$ cat src/rtl/nway_cache_control_if.sv
// Bus bundle between the L2 controller, the CPU-side port, physical memory and the cache datapath.
// The master modport is the controller's view; slave is the surrounding environment.
interface nway_cache_control_if #(
  parameter int WAYS   = 4,
  parameter int TAG_W  = 9,
  parameter int ADDR_W = 16
);
  localparam int VW = (WAYS > 1) ? $clog2(WAYS) : 1;

  logic              mem_read;
  logic              mem_write;
  logic [ADDR_W-1:0] mem_address;
  logic              mem_resp;

  logic              pmem_read;
  logic              pmem_write;
  logic              pmem_resp;
  logic [ADDR_W-1:0] pmem_address;

  logic [WAYS-1:0]       way_hit;
  logic [WAYS-1:0]       way_valid;
  logic [WAYS-1:0]       way_dirty;
  logic [WAYS*TAG_W-1:0] way_tag;
  logic [WAYS-1:0]       load_way;
  logic                  write_type;
  logic                  cache_in_mux_sel;
  logic                  insert_mux_sel;
  logic [VW-1:0]         victim_sel;

  modport master (
    input  mem_read, mem_write, mem_address, pmem_resp,
    input  way_hit, way_valid, way_dirty, way_tag,
    output mem_resp, pmem_read, pmem_write, pmem_address,
    output load_way, write_type, cache_in_mux_sel, insert_mux_sel, victim_sel
  );

  modport slave (
    output mem_read, mem_write, mem_address, pmem_resp,
    output way_hit, way_valid, way_dirty, way_tag,
    input  mem_resp, pmem_read, pmem_write, pmem_address,
    input  load_way, write_type, cache_in_mux_sel, insert_mux_sel, victim_sel
  );
endinterface

$ cat src/rtl/nway_cache_control.sv
// N-way write-back/write-allocate L2 controller with tree PLRU; counters built under L2_PERF_CNT_EN.
// Hits respond in the same cycle; misses stall the held request through WRITEBACK/FETCH/FILL.
module nway_cache_control #(
  parameter int WAYS   = 4,
  parameter int IDX_W  = 3,
  parameter int OFF_W  = 4,
  parameter int TAG_W  = 9,
  parameter int ADDR_W = 16,
  parameter int CNT_W  = 16
) (
  input  logic                 clk,
  input  logic                 rst,
  nway_cache_control_if.master bus,
  input  logic                 hit_count_reset,
  input  logic                 miss_count_reset,
  input  logic                 wb_count_reset,
  output logic [CNT_W-1:0]     hit_count,
  output logic [CNT_W-1:0]     miss_count,
  output logic [CNT_W-1:0]     wb_count
);
  localparam int VW   = (WAYS > 1) ? $clog2(WAYS) : 1;
  localparam int SETS = 1 << IDX_W;

  typedef enum logic [1:0] {COMPARE, WRITEBACK, FETCH, FILL} state_t;

  state_t            state;
  logic [VW-1:0]     victim_q;
  logic              pmem_read_q;
  logic              pmem_write_q;
  logic [ADDR_W-1:0] wb_addr_q;
  logic [WAYS-1:1]   plru_q [SETS];

  logic [IDX_W-1:0]  idx;
  logic              req;
  logic              hit;
  logic [VW-1:0]     hit_way;
  logic [VW-1:0]     first_inv;
  logic              any_inv;
  logic [VW-1:0]     victim_c;
  logic [TAG_W-1:0]  victim_tag;

  // Each node on the accessed way's path points to the opposite half.
  function automatic logic [WAYS-1:1] plru_touch(input logic [WAYS-1:1] bits,
                                                 input logic [VW-1:0]   way);
    logic [WAYS-1:1] nxt;
    logic [VW-1:0]   node;
    nxt  = bits;
    node = VW'(1);
    for (int l = VW - 1; l >= 0; l--) begin
      nxt[node] = ~way[l];
      node      = (node << 1) | VW'(way[l]);
    end
    return nxt;
  endfunction

  function automatic logic [VW-1:0] plru_pick(input logic [WAYS-1:1] bits);
    logic [VW-1:0] node;
    logic [VW-1:0] way;
    node = VW'(1);
    way  = '0;
    for (int l = VW - 1; l >= 0; l--) begin
      way[l] = bits[node];
      node   = (node << 1) | VW'(way[l]);
    end
    return way;
  endfunction

  assign idx = bus.mem_address[OFF_W +: IDX_W];
  assign req = bus.mem_read | bus.mem_write;
  assign hit = |bus.way_hit;

  always_comb begin
    hit_way   = '0;
    first_inv = '0;
    any_inv   = 1'b0;
    for (int w = WAYS - 1; w >= 0; w--) begin
      if (bus.way_hit[w]) hit_way = VW'(w);
      if (!bus.way_valid[w]) begin
        first_inv = VW'(w);
        any_inv   = 1'b1;
      end
    end
  end

  assign victim_c   = any_inv ? first_inv : plru_pick(plru_q[idx]);
  assign victim_tag = bus.way_tag[int'(victim_c) * TAG_W +: TAG_W];

  always_ff @(posedge clk or posedge rst) begin
    if (rst) begin
      state        <= COMPARE;
      victim_q     <= '0;
      pmem_read_q  <= 1'b0;
      pmem_write_q <= 1'b0;
      wb_addr_q    <= '0;
      for (int s = 0; s < SETS; s++) plru_q[s] <= '0;
    end else begin
      case (state)
        COMPARE: begin
          if (req && hit) begin
            plru_q[idx] <= plru_touch(plru_q[idx], hit_way);
          end else if (req) begin
            victim_q  <= victim_c;
            wb_addr_q <= {victim_tag, idx, {OFF_W{1'b0}}};
            if (bus.way_valid[victim_c] && bus.way_dirty[victim_c]) begin
              state        <= WRITEBACK;
              pmem_write_q <= 1'b1;
            end else begin
              state       <= FETCH;
              pmem_read_q <= 1'b1;
            end
          end
        end
        WRITEBACK: begin
          if (bus.pmem_resp) begin
            state        <= FETCH;
            pmem_write_q <= 1'b0;
            pmem_read_q  <= 1'b1;
          end
        end
        FETCH: begin
          if (bus.pmem_resp) begin
            state       <= FILL;
            pmem_read_q <= 1'b0;
          end
        end
        FILL: begin
          plru_q[idx] <= plru_touch(plru_q[idx], victim_q);
          state       <= COMPARE;
        end
        default: state <= COMPARE;
      endcase
    end
  end

  // Hit response and write-hit loads must be combinational for zero-cycle hits.
  always_comb begin
    bus.mem_resp         = 1'b0;
    bus.load_way         = '0;
    bus.write_type       = 1'b0;
    bus.cache_in_mux_sel = 1'b0;
    bus.insert_mux_sel   = 1'b0;
    if (!rst) begin
      case (state)
        COMPARE: begin
          if (req && hit) begin
            bus.mem_resp = 1'b1;
            if (bus.mem_write) begin
              bus.load_way         = WAYS'(1) << hit_way;
              bus.write_type       = 1'b1;
              bus.cache_in_mux_sel = 1'b1;
            end
          end
        end
        FILL: begin
          bus.load_way         = WAYS'(1) << victim_q;
          bus.insert_mux_sel   = 1'b1;
          bus.write_type       = bus.mem_write;
          bus.cache_in_mux_sel = bus.mem_write;
        end
        default: ;
      endcase
    end
  end

  assign bus.pmem_read    = pmem_read_q;
  assign bus.pmem_write   = pmem_write_q;
  assign bus.victim_sel   = victim_q;
  assign bus.pmem_address = (state == WRITEBACK) ? wb_addr_q
                          : {bus.mem_address[ADDR_W-1:OFF_W], {OFF_W{1'b0}}};

  logic unused_offset;
  assign unused_offset = ^bus.mem_address[OFF_W-1:0];

`ifdef L2_PERF_CNT_EN
  logic hit_inc, miss_inc, wb_inc;
  assign hit_inc  = (state == COMPARE) && req && hit;
  assign miss_inc = (state == FILL);
  assign wb_inc   = (state == WRITEBACK) && bus.pmem_resp;

  // Counter clears win over a same-cycle increment; counts stick at all-ones.
  always_ff @(posedge clk or posedge rst) begin
    if (rst) begin
      hit_count  <= '0;
      miss_count <= '0;
      wb_count   <= '0;
    end else begin
      if (hit_count_reset)                  hit_count  <= '0;
      else if (hit_inc && !(&hit_count))    hit_count  <= hit_count + CNT_W'(1);
      if (miss_count_reset)                 miss_count <= '0;
      else if (miss_inc && !(&miss_count))  miss_count <= miss_count + CNT_W'(1);
      if (wb_count_reset)                   wb_count   <= '0;
      else if (wb_inc && !(&wb_count))      wb_count   <= wb_count + CNT_W'(1);
    end
  end
`else
  assign hit_count  = '0;
  assign miss_count = '0;
  assign wb_count   = '0;
  logic unused_cnt_resets;
  assign unused_cnt_resets = hit_count_reset ^ miss_count_reset ^ wb_count_reset;
`endif
endmodule

$ cat src/flat_wrapper.sv
// flat-port wrapper written by rule: the top's interface ports become plain ports
module nway_cache_control_flat 
#(
  parameter int WAYS   = 4,
  parameter int IDX_W  = 3,
  parameter int OFF_W  = 4,
  parameter int TAG_W  = 9,
  parameter int ADDR_W = 16,
  parameter int CNT_W  = 16
)
  (clk, rst, hit_count_reset, miss_count_reset, wb_count_reset, hit_count, miss_count, wb_count, bus_mem_read, bus_mem_write, bus_mem_address, bus_pmem_resp, bus_way_hit, bus_way_valid, bus_way_dirty, bus_way_tag, bus_mem_resp, bus_pmem_read, bus_pmem_write, bus_pmem_address, bus_load_way, bus_write_type, bus_cache_in_mux_sel, bus_insert_mux_sel, bus_victim_sel);
  nway_cache_control_if #(.WAYS(WAYS), .TAG_W(TAG_W), .ADDR_W(ADDR_W)) bus_i ();
  input  logic clk;
  input  logic rst;
  input  logic hit_count_reset;
  input  logic miss_count_reset;
  input  logic wb_count_reset;
  output logic [CNT_W-1:0] hit_count;
  output logic [CNT_W-1:0] miss_count;
  output logic [CNT_W-1:0] wb_count;
  input wire logic [$bits(bus_i.mem_read)-1:0] bus_mem_read;
  input wire logic [$bits(bus_i.mem_write)-1:0] bus_mem_write;
  input wire logic [$bits(bus_i.mem_address)-1:0] bus_mem_address;
  input wire logic [$bits(bus_i.pmem_resp)-1:0] bus_pmem_resp;
  input wire logic [$bits(bus_i.way_hit)-1:0] bus_way_hit;
  input wire logic [$bits(bus_i.way_valid)-1:0] bus_way_valid;
  input wire logic [$bits(bus_i.way_dirty)-1:0] bus_way_dirty;
  input wire logic [$bits(bus_i.way_tag)-1:0] bus_way_tag;
  output wire logic [$bits(bus_i.mem_resp)-1:0] bus_mem_resp;
  output wire logic [$bits(bus_i.pmem_read)-1:0] bus_pmem_read;
  output wire logic [$bits(bus_i.pmem_write)-1:0] bus_pmem_write;
  output wire logic [$bits(bus_i.pmem_address)-1:0] bus_pmem_address;
  output wire logic [$bits(bus_i.load_way)-1:0] bus_load_way;
  output wire logic [$bits(bus_i.write_type)-1:0] bus_write_type;
  output wire logic [$bits(bus_i.cache_in_mux_sel)-1:0] bus_cache_in_mux_sel;
  output wire logic [$bits(bus_i.insert_mux_sel)-1:0] bus_insert_mux_sel;
  output wire logic [$bits(bus_i.victim_sel)-1:0] bus_victim_sel;
  assign bus_i.mem_read = bus_mem_read;
  assign bus_i.mem_write = bus_mem_write;
  assign bus_i.mem_address = bus_mem_address;
  assign bus_i.pmem_resp = bus_pmem_resp;
  assign bus_i.way_hit = bus_way_hit;
  assign bus_i.way_valid = bus_way_valid;
  assign bus_i.way_dirty = bus_way_dirty;
  assign bus_i.way_tag = bus_way_tag;
  assign bus_mem_resp = bus_i.mem_resp;
  assign bus_pmem_read = bus_i.pmem_read;
  assign bus_pmem_write = bus_i.pmem_write;
  assign bus_pmem_address = bus_i.pmem_address;
  assign bus_load_way = bus_i.load_way;
  assign bus_write_type = bus_i.write_type;
  assign bus_cache_in_mux_sel = bus_i.cache_in_mux_sel;
  assign bus_insert_mux_sel = bus_i.insert_mux_sel;
  assign bus_victim_sel = bus_i.victim_sel;
  nway_cache_control #(.WAYS(WAYS), .IDX_W(IDX_W), .OFF_W(OFF_W), .TAG_W(TAG_W), .ADDR_W(ADDR_W), .CNT_W(CNT_W)) u_core (.clk(clk), .rst(rst), .bus(bus_i), .hit_count_reset(hit_count_reset), .miss_count_reset(miss_count_reset), .wb_count_reset(wb_count_reset), .hit_count(hit_count), .miss_count(miss_count), .wb_count(wb_count));
endmodule
$ cat config.mk
export PLATFORM = sky130hd
export DESIGN_NAME = nway_cache_control_flat
export DESIGN_NICKNAME = d
export VERILOG_FILES = /design/src/rtl/nway_cache_control_if.sv /design/src/rtl/nway_cache_control.sv /design/src/flat_wrapper.sv
export SDC_FILE = /design/constraint.sdc
export NUM_CORES = 1
export LEC_CHECK = 0
export BUFFER_PORTS_ARGS = -buffer_cell sky130_fd_sc_hd__buf_2
export CAP_MARGIN = 20
export CORE_MARGIN = 2
export CORE_UTILIZATION = 35
export CTS_CLUSTER_SIZE = 28
export DETAILED_ROUTE_END_ITERATION = 8
export PLACE_DENSITY = 0.67
export SLEW_MARGIN = 20
export SYNTH_ARGS = -nofsm -noshare
export SYNTH_HDL_FRONTEND = slang
export SYNTH_SLANG_ARGS = --single-unit
$ cat constraint.sdc
create_clock -name clk -period 2.7 [get_ports clk]
set_clock_uncertainty 0.1 [all_clocks]
set_input_delay 0.27 -clock clk [delete_from_list [all_inputs] [get_ports clk]]
set_output_delay 0.27 -clock clk [all_outputs]
set_load 0.01 [all_outputs]
==> metrics.log <==
INFO  metric finish.net_count = 478
INFO  metric ys.warnings.count = 0
INFO  metric minimum_clock_period = 2534 ps
INFO  metric rsz0062_at_grt = false
INFO  metric die_y_extent = 98.65 µm
INFO  metric synthArstFlopShare = 100.0%
INFO  metric power-per-cell-area = 836.9 nW/µm²
INFO  metric total_via_count_after_detailed_routing = 2485
INFO  metric area_used_by_multi_input_combinational_logic = 1782 µm²
INFO  metric drt-pass1-iter-count = 4
INFO  metric ys_top_cells_by_area = sky130_fd_sc_hd__dfrtp_1 34%, sky130_fd_sc_hd__mux2_2 14%, sky130_fd_sc_hd__buf_4 13%
INFO  metric io-pin-count = 148
INFO  metric dominantRegCellSynth = sky130_fd_sc_hd__dfrtp_1
INFO  metric area_delta_synth_final = 17.88%
INFO  metric min_path_type = in2reg
INFO  metric clk_path_buf_depth = 2
INFO  metric setup-tns-final = 0 ps
INFO  metric grt_pass1_wl = 11960 µm
INFO  metric half_perimeter_wire_length_after_detailed_placement = 5794 µm
INFO  metric crit_end_category = flip-flop
INFO  metric die_area = 9732 µm²
INFO  metric start_util = 35.95%
INFO  metric clk_transition_reported_paths = 80 ps
INFO  metric max_slew_margin = 49.53%
INFO  metric synth-seq-cells = 42
INFO  metric detail_route.wirelength = 7044 µm
INFO  metric nFillCells = 859
INFO  metric cts_num_sinks = 42
INFO  metric cts_tree = built
INFO  metric port_buffers = 88
INFO  metric post-route-drc-count = 0
INFO  metric grt_pass1_vias = 2517
INFO  metric post_route_cells_drive_above_1_share = 41.19%
INFO  metric rows = 34
INFO  metric fin_crit_sh = 93.86%
INFO  metric worst_pin_slew = 757.1 ps
INFO  metric clockRootBuffer = sky130_fd_sc_hd__clkbuf_8
INFO  metric synth_edf_count = 0
INFO  metric clk-insertion-delay-late = 290 ps
INFO  metric critPathKind = reg2reg
INFO  metric max_cap_violations = 0
INFO  metric fmaxAchievable = 0.3946 GHz
INFO  metric syn_inst = 301
INFO  metric cts_inserted_buffers = 5
INFO  metric grt-ovfl-total = 0
INFO  metric avgSynthCellArea = 10.42 µm²
INFO  metric grt_max_degree = 33
INFO  metric grt_util_all_layers = 14.97%
INFO  metric drt_iter0_markers = 95
INFO  metric detail_route.wl_per_cell = 13.78 µm
INFO  metric yosysSeqAreaShare = 33.52%
INFO  metric gpl.final_weighted_congestion = 0.8364
INFO  metric status = complete, no violations
INFO  metric crit_fanout = 4
INFO  metric die_w = 98.65 µm
INFO  metric post-synth-top-area-fraction = 33.52%
INFO  metric vdd.ir_drop.worst = 0.0003415 V
INFO  metric cp_data_arrival_time = 2610 ps
INFO  metric h-tree-depth = 2
INFO  metric antenna_violations_before_repair = 0
INFO  metric final-seq-area = 1051 µm²
INFO  metric synthMostInstantiatedCell = sky130_fd_sc_hd__buf_4
INFO  metric setup-violations-final = 0
INFO  metric critPathLaunchType = flip-flop
INFO  metric final_antenna_net_count = 0
INFO  metric placeableCoreArea = 8721 µm²
INFO  metric synth.largest_area_cell = sky130_fd_sc_hd__dfrtp_1
INFO  metric syn-cell-area = 3136 µm²
INFO  metric antenna-diode-count = 0
INFO  metric p_leak = 1.795 nW
INFO  metric synth.distinct_cells = 48
INFO  metric timing_max_transition_violations_final = 0
INFO  metric required = 2780 ps
INFO  metric vias_per_cell = 4.863
INFO  metric synth_common_cells = 54 x sky130_fd_sc_hd__buf_4, 42 x sky130_fd_sc_hd__dfrtp_1, 38 x sky130_fd_sc_hd__mux2_2, 27 x sky130_fd_sc_hd__nand2_1, 23 x sky130_fd_sc_hd__mux2i_1
INFO  metric total_power = 3.093 mW
INFO  metric hold_violations = 0
## layout by cell type, fill, tap and decap left out, types with 2 or more instances in the layout
cell type / netlist / routed
sky130_fd_sc_hd__mux4_2: 4 / 4
sky130_fd_sc_hd__mux2_1: 3 / 3
sky130_fd_sc_hd__buf_2: 2 / 88
sky130_fd_sc_hd__o22ai_1: 2 / 2
sky130_fd_sc_hd__buf_4: 54 / 18
sky130_fd_sc_hd__a221oi_1: 2 / 2
sky130_fd_sc_hd__nand2b_1: 6 / 6
sky130_fd_sc_hd__o221ai_1: 9 / 9
sky130_fd_sc_hd__inv_1: 9 / 9
sky130_fd_sc_hd__nand2_1: 27 / 27
sky130_fd_sc_hd__ha_1: 4 / 4
sky130_fd_sc_hd__mux2_4: 2 / 2
sky130_fd_sc_hd__clkinv_2: 0 / 2
sky130_fd_sc_hd__clkbuf_8: 0 / 5
sky130_fd_sc_hd__mux2i_1: 23 / 23
sky130_fd_sc_hd__a221o_1: 2 / 2
sky130_fd_sc_hd__mux2_2: 38 / 38
sky130_fd_sc_hd__conb_1: 1 / 52
sky130_fd_sc_hd__a31oi_1: 2 / 2
sky130_fd_sc_hd__a21oi_1: 6 / 6
sky130_fd_sc_hd__nand3_1: 5 / 5
sky130_fd_sc_hd__nor3_1: 6 / 6
sky130_fd_sc_hd__nor2_1: 14 / 14
sky130_fd_sc_hd__o21ai_0: 2 / 2
sky130_fd_sc_hd__and2_1: 3 / 3
sky130_fd_sc_hd__o32ai_2: 2 / 2
sky130_fd_sc_hd__a211oi_1: 3 / 3
sky130_fd_sc_hd__dfrtp_1: 42 / 42
## registers in the layout (all words and copies together) (netlist names)
| name | flops |
|---|---|
| u_core.plru_q | 24 |
| u_core.wb_addr_q | 12 |
| u_core.bus.pmem_read | 1 |
| u_core.bus.pmem_write | 1 |
| u_core.bus.victim_sel | 2 |
| u_core.state | 2 |
## critical path: stages, from the launching register on
cell and delay [ps]:
sky130_fd_sc_hd__dfrtp_1 390, sky130_fd_sc_hd__mux4_2 470, sky130_fd_sc_hd__mux2i_1 270, sky130_fd_sc_hd__nor4b_4 290, sky130_fd_sc_hd__o211a_4 240, sky130_fd_sc_hd__nor2_8 60
sky130_fd_sc_hd__mux2_4 290, sky130_fd_sc_hd__a221o_1 320
## report_power, final
group / internal (mW) / switching [mW] / total [mW]
combinational: 0.745 / 0.755 / 1.50
clock: 0.272 / 0.212 / 0.484
sequential: 0.929 / 0.181 / 1.11
total: 1.95 / 1.15 / 3.09
## metal layers
layer,up-vias,global-route usage [%],routed length [µm]
met3,6,3.546,580
met5,-,0,0
li1,1178,-,-
met4,0,4.742,101
met2,119,25.43,3371
met1,1182,18.88,2991
## kinds of logic after synthesis
group	synth area share (%)
AO/OA/AOI/OAI	11.57
adder cells (fa/ha/maj)	1.596
buffers and inverters	15.76
flip-flops	33.52
multiplexers	25.90
other	0.1196
AND/OR/NAND/NOR	11.53
## repair_timing
action	4_1_cts	5_1_grt
buffers inserted	0	0
hold endpoints to repair	10	0
endpoints found under the setup margin	0	0
gates resized for setup	0	0
hold buffers	1	0
## worst paths after layout
path	startpoint	endpoint	slack, ps	depth (start not counted)
max reg2reg	u_core.plru_q[1]	u_core.wb_addr_q[12]	170	7
min	bus_way_tag[3]	u_core.wb_addr_q[10]	200	3
max in group asynchronous	rst	u_core.plru_q[0]	1270	4
min reg2reg	u_core.wb_addr_q[7]	u_core.wb_addr_q[7]	400	2
max	u_core.plru_q[1]	u_core.wb_addr_q[12]	170	7
min in group asynchronous	rst	u_core.wb_addr_q[11]	470	3
## layout make-up
cell class	count	area share [%]
clock buffer	5	1.862
clock inverter	3	1.083
inverter	9	0.9140
multi-input combinational	237	48.21
sequential	42	28.44
tap	108	3.656
timing repair buffer	107	15.84
## stage by stage
step | hold slack (ps) | util, % | cell area (µm²) | cells | setup WS [ps]
finish | 198.1 | 42.38 | 3696 | 511 | 165.9
global route | 210.0 | 42.38 | 3696 | 511 | 36.99
CTS | 191.8 | 42.38 | 3696 | 511 | 163.0
detailed placement | 243.5 | 41.02 | 3577 | 502 | -28.58
global placement | 250.3 | 41.02 | 3577 | 502 | 29.63
floorplan | 350.3 | - | 3327 | 352 | 279.7
Note: power is estimated with default switching activity, not from simulation.
